**config.mk**
```make
export PLATFORM = sky130hd
export DESIGN_NAME = des_ip_loader
export DESIGN_NICKNAME = d
export VERILOG_FILES = /design/src/rtl/des_ip_loader.sv
export SDC_FILE = /design/constraint.sdc
export NUM_CORES = 1
export LEC_CHECK = 0
export CORE_ASPECT_RATIO = 1.25
export CORE_MARGIN = 10
export CORE_UTILIZATION = 59
export DETAILED_ROUTE_END_ITERATION = 8
export PLACE_DENSITY_LB_ADDON = 0.12
export SYNTH_ARGS = -nofsm -noshare
export SYNTH_HDL_FRONTEND = slang
export SYNTH_SLANG_ARGS = --single-unit
```
**constraint.sdc**
```tcl
create_clock -name clk -period 5.9 [get_ports clk]
set_clock_uncertainty 0.05 [all_clocks]
set_input_delay 0.59 -clock clk [delete_from_list [all_inputs] [get_ports clk]]
set_output_delay 0.59 -clock clk [all_outputs]
set_load 0.005 [all_outputs]
```
**src/rtl/des_ip_loader.sv**
```systemverilog
// rtl/des_ip_loader.sv - byte-serial DES block loader applying the initial permutation (optional abort: DES_IP_LOADER_ABORT_EN)
module des_ip_loader #(
    parameter int BYTE_MSB_FIRST = 1
) (
    input  logic        clk,
    input  logic        rst_n,
    input  logic        in_valid,
    output logic        in_ready,
    input  logic [7:0]  in_byte,
    input  logic        in_last,
    output logic        out_valid,
    input  logic        out_ready,
    output logic [31:0] out_l,
    output logic [31:0] out_r,
`ifdef DES_IP_LOADER_ABORT_EN
    input  logic        abort,
`endif
    output logic        err
);

    logic [2:0]  cnt;
    logic [63:0] asm_word;
    logic [63:0] asm_next;
    logic [63:0] ip_word;
    logic [2:0]  lane;
    logic [5:0]  lane_lsb;
    logic        abort_act;
    logic        xfer;
    logic        load;

`ifdef DES_IP_LOADER_ABORT_EN
    assign abort_act = abort;
`else
    assign abort_act = 1'b0;
`endif

    // IP table rows follow a regular pattern: even source positions first, then odd.
    function automatic logic [63:0] ip_perm(input logic [63:0] x);
        logic [63:0] y;
        int          src;
        y = '0;
        for (int r = 0; r < 8; r++) begin
            for (int c = 0; c < 8; c++) begin
                src = (r < 4) ? (58 + 2 * r - 8 * c) : (57 + 2 * (r - 4) - 8 * c);
                y[63 - (8 * r + c)] = x[64 - src];
            end
        end
        return y;
    endfunction

    assign in_ready = !(cnt == 3'd7 && out_valid && !out_ready);
    assign xfer     = in_valid && in_ready && !abort_act;
    assign load     = xfer && (cnt == 3'd7);

    assign lane     = (BYTE_MSB_FIRST != 0) ? (3'd7 - cnt) : cnt;
    assign lane_lsb = {lane, 3'b000};

    always_comb begin
        asm_next = asm_word;
        asm_next[lane_lsb +: 8] = in_byte;
    end

    assign ip_word = ip_perm(asm_next);

    always_ff @(posedge clk or negedge rst_n) begin
        if (!rst_n) begin
            cnt      <= 3'd0;
            asm_word <= 64'd0;
            err      <= 1'b0;
        end else begin
            err <= 1'b0;
            if (abort_act) begin
                cnt      <= 3'd0;
                asm_word <= 64'd0;
            end else if (xfer) begin
                if (cnt == 3'd7) begin
                    cnt      <= 3'd0;
                    asm_word <= 64'd0;
                    err      <= !in_last;
                end else if (in_last) begin
                    cnt      <= 3'd0;
                    asm_word <= 64'd0;
                    err      <= 1'b1;
                end else begin
                    cnt      <= cnt + 3'd1;
                    asm_word <= asm_next;
                end
            end
        end
    end

    // A completing byte may reload the output in the same cycle it is consumed.
    always_ff @(posedge clk or negedge rst_n) begin
        if (!rst_n) begin
            out_valid <= 1'b0;
            out_l     <= 32'd0;
            out_r     <= 32'd0;
        end else begin
            if (load) begin
                out_valid <= 1'b1;
                out_l     <= ip_word[63:32];
                out_r     <= ip_word[31:0];
            end else if (out_ready) begin
                out_valid <= 1'b0;
            end
        end
    end

endmodule

```
==> impl_table.tex <==
\begin{tabular}{lr}
\hline
Metric & Value \\
\hline
\multicolumn{2}{l}{\textbf{Outcome}} \\
Run status & finished clean \\
\multicolumn{2}{l}{\textbf{STA}} \\
Slew at the pin with the worst max-slew slack & approximately 1.1 ns \\
Hold violation count in the final report & 0 \\
Portion of the clock cycle consumed by the worst path in the final layout & a little over half \\
Final setup viols & 0 \\
Final max-slew violation count & 0 \\
Worst slew slack as a fraction of its limit & 29.3\% \\
Clock period minus worst slack & between 3 and 4 ns \\
Setup repair after global routing missed its margin & no \\
Final sum of negative setup slack & 0 ns \\
Max Clock Freq & between 0.3 and 0.4 GHz \\
\multicolumn{2}{l}{\textbf{Layout}} \\
Layout Cell Area excl Fill & between 7000 and 8000 um2 \\
NumNets Final & 597 \\
Area of the multi-input gates & around 2200 um2 \\
Layout-stage area growth over the synthesis result & 24.4\% \\
Reg area & around 3300 um2 \\
Fraction of layout instances using a drive strength above 1 & a little over a tenth \\
Filler cell count & between 600 and 700 \\
Number of antenna repair diodes & 0 \\
\multicolumn{2}{l}{\textbf{Min path}} \\
Type of the tightest min-delay check & input pin to asynchronous set/reset pin \\
\multicolumn{2}{l}{\textbf{Die}} \\
Die width & between 100 and 150 um \\
Rows & 40 \\
Vertical die dimension & 130 um \\
Initial standard-cell utilization of the core & 60.2\% \\
Standard cell core area & around 9600 um2 \\
Die area & approximately 14000 um2 \\
Top-level port count & 80 \\
\multicolumn{2}{l}{\textbf{Worst setup path}} \\
Maximum single-stage delay on the critical path & about 0.69 ns \\
FF-to-FF path depth & 7 \\
Type of the worst setup path & register to output port \\
Type of element launching the critical path & register \\
Library cell contributing the largest single delay on the critical path & sky130\_fd\_sc\_hd\_\_dfrtp\_1 \\
Required time worst endpoint & around 5.3 ns \\
Highest net fanout along the worst path & 12 \\
Critical Path End Type & output port \\
CP Buf/Inv Count & 1 \\
Cell chain of the critical path & ha\_1 > ha\_1 > nand3b\_2 > clkdlybuf4s50\_1 \\
Worst path top cell family by delay & adder cells \\
Arrival time of data at the critical path endpoint & 2.60 ns \\
Most used cell along the critical path & sky130\_fd\_sc\_hd\_\_ha\_1 \\
Path length in cells of the critical path & 4 \\
\multicolumn{2}{l}{\textbf{Routing}} \\
Number of DRC markers after the initial detailed-route iteration & 236 \\
Count of antenna-violating nets left after detailed routing & 0 \\
First-pass iteration count of the detailed router & 5 \\
Routed WL per cell & around 19 um \\
Wire length reported by the detailed router & 14000 um \\
Count of unresolved DRC violations after routing & 0 \\
Post-DR vias/cell & between 5 and 6 \\
Via Count & around 4300 \\
\multicolumn{2}{l}{\textbf{Synth}} \\
Syn Area/Cell & about 11 um2 \\
Number of enable-type register cells in the synthesized netlist & 0 \\
Post-synthesis async set-or-reset flop share & between 90\% and 100\% \\
Most area-hungry cell type in the Yosys netlist & sky130\_fd\_sc\_hd\_\_dfrtp\_1 \\
Synth unique cells & 34 \\
Synthesized flop and latch total & $\sim$130 \\
Number of standard cells after synthesis & a little over 500 \\
Synth Cell Area & between 5000 and 6000 um2 \\
Dominant cells by area after synthesis & sky130\_fd\_sc\_hd\_\_dfrtp\_1 (58\%), sky130\_fd\_sc\_hd\_\_mux2i\_1 (7.0\%), sky130\_fd\_sc\_hd\_\_a32o\_1 (5.6\%) \\
Top\_reg\_cell synth & sky130\_fd\_sc\_hd\_\_dfrtp\_1 \\
Synthesized net count & $\sim$530 \\
Post-synth top area share & 57.8\% \\
Part of the Yosys area used for sequential elements & 57.8\% \\
Warnings from Yosys & 0 \\
\multicolumn{2}{l}{\textbf{Pwr}} \\
Power density relative to cell area & 335 nW/um2 \\
Peak ir drop on the vdd network & 0.267 mV \\
Combinational group share of total power & 13.9\% \\
Static power due to leakage & 3.05 nW \\
Switching fraction of total power & around 25\% \\
Clock power frac & 43.5\% \\
Design internal power & 1.79 mW \\
NetSw & approximately 610 uW \\
Sequential group share of total power & between 40 and 50\% \\
\multicolumn{2}{l}{\textbf{Clock tree}} \\
Longest Clk Path Bufs & 2 \\
Number of levels the H-tree was split into & 4 \\
Worst-skew pair later-pin latency & approximately 0.41 ns \\
CTS clk-pin slew, worst paths & 0.06 ns \\
CTS sink cnt & between 100 and 150 \\
Number of clock buffers inserted by TritonCTS & 17 \\
Root Buffer & sky130\_fd\_sc\_hd\_\_clkbuf\_16 \\
Post-CTS Hold Buffers & 0 \\
Postcts setup bufs & 0 \\
CTS tree & done \\
Post-cts sizing count & 0 \\
\multicolumn{2}{l}{\textbf{Placed design}} \\
Estimated wirelength of the detail-placed design & around 9300 um \\
Number of buffer cells added on primary ports & approximately 80 \\
Post-DP Area & between 6000 and 7000 um2 \\
Final GP Congestion & about 0.88 \\
\multicolumn{2}{l}{\textbf{GRT}} \\
GR Layer Usage met2 & 35.6\% \\
Remaining global-route overflow & 0 \\
Met1 GRT Util & about 25\% \\
Maximum number of pins on one net before global-route repair & between 80 and 90 \\
Wire length of the first global-routing pass & $\sim$23000 um \\
Layer carrying the most global-route usage & met2 \\
Number of antenna violations at the first check in global routing & 0 \\
Global-route total usage across every layer & roughly a fifth \\
Met3 layer usage reported by global route & between 6 and 7\% \\
Via count of the first global-routing pass & 4446 \\
\multicolumn{2}{l}{\textbf{Job}} \\
Reported max-cap violation count & 0 \\
\hline
\end{tabular}
-- cells in the final DEF, fill, tap and decap left out, types with 5 or more instances in the layout --
master,instances
sky130_fd_sc_hd__nor2_1,34
sky130_fd_sc_hd__mux2i_1,40
sky130_fd_sc_hd__clkdlybuf4s50_1,78
sky130_fd_sc_hd__clkinvlp_4,5
sky130_fd_sc_hd__dfrtp_1,133
sky130_fd_sc_hd__nand2_1,73
sky130_fd_sc_hd__a21oi_1,56
sky130_fd_sc_hd__clkbuf_16,17
sky130_fd_sc_hd__o2bb2ai_1,24
sky130_fd_sc_hd__o21ai_2,7
sky130_fd_sc_hd__buf_4,8
sky130_fd_sc_hd__o21ai_0,32
sky130_fd_sc_hd__and2_1,11
sky130_fd_sc_hd__a32o_1,32
-- final timing paths --
path                                start            to  slack (ns)
worst max-delay path               cnt[0]      in_ready        2.66
worst min-delay path                rst_n     out_l[26]        0.31
worst max register to register     cnt[0]  asm_word[31]        2.68
worst min register to register  out_l[10]     out_l[10]        0.43
max in group asynchronous           rst_n  asm_word[47]        4.21
min in group clk                out_l[10]     out_l[10]        0.43
-- routing by layer --
layer | up-vias | wire length (um) | share of wire, %
met4 | 0 | 197 | 1.4
met5 | - | 0 | 0
li1 | 1977 | - | -
met2 | 154 | 7400 | 53
met1 | 2117 | 5400 | 38
met3 | 20 | 1040 | 7.4
-- logic make-up (layout without fill, tap and decap cells) --
group	after synthesis	in the layout	synth area share, %
AND/OR/NAND/NOR	145	145	12.8
buffers and inverters	42	119	3.54
XOR/XNOR	1	1	0.152
multiplexers	40	40	6.96
adder cells (fa/ha/maj)	3	3	0.652
AO/OA/AOI/OAI	153	153	18.1
flip-flops	133	133	57.8
-- flip-flops by register name, summed over array words and instances, names as in the netlist --
name / cells
asm_word: 64
cnt: 3
err: 1
out_l: 32
out_r: 32
out_valid: 1
-- cell usage after synthesis, drive strengths merged (2+ instances only) --
cell,number
dfrtp,133
nand3,3
ha,3
nor3,7
nor2,34
o21ai,41
clkbuf,24
o2bb2ai,24
mux2i,40
a21oi,56
or3,3
and2,11
nor4,4
nand2b,2
a32o,32
nand2,76
buf,17
-- worst reg2reg max path, stage by stage, from the launching register on --
cell and delay [ns]:
sky130_fd_sc_hd__dfrtp_1 0.57, sky130_fd_sc_hd__ha_1 0.32, sky130_fd_sc_hd__ha_1 0.39, sky130_fd_sc_hd__nand3b_2 0.23
sky130_fd_sc_hd__and2_1 0.56, sky130_fd_sc_hd__buf_4 0.48, sky130_fd_sc_hd__o21ai_2 0.23, sky130_fd_sc_hd__a32o_1 0.27
-- power by group through the flow --
stage,Clock [mW],Sequential [mW],Combinational (mW)
after floorplan,0,1.03,0.184
after global placement,0,1.03,0.329
after detailed placement,0,1.04,0.337
after CTS,1.05,1.02,0.340
after global routing,1.09,1.03,0.367
final,1.04,1.02,0.334
-- layout make-up --
type / instances / area share (%)
clock inverters: 11 / 1.75
multi-input cells: 342 / 31.2
inverters: 1 / 0.0524
flip-flops and latches: 133 / 46.5
repair buffers: 86 / 11.7
clock buffers: 21 / 6.57
well taps: 126 / 2.20
-- stage by stage --
step	util, %	hold slack, ns	setup slack (ns)	cells	power (mW)
after floorplan	-	0.244	3.83	517	1.21
after global placement	68.7	0.410	2.90	688	1.36
after detailed placement	68.7	0.420	2.73	688	1.37
after CTS	74.9	0.363	2.66	720	2.42
after global routing	74.9	0.390	2.52	720	2.49
final	74.9	0.309	2.66	720	2.40
(Power assumes the default switching activity.)
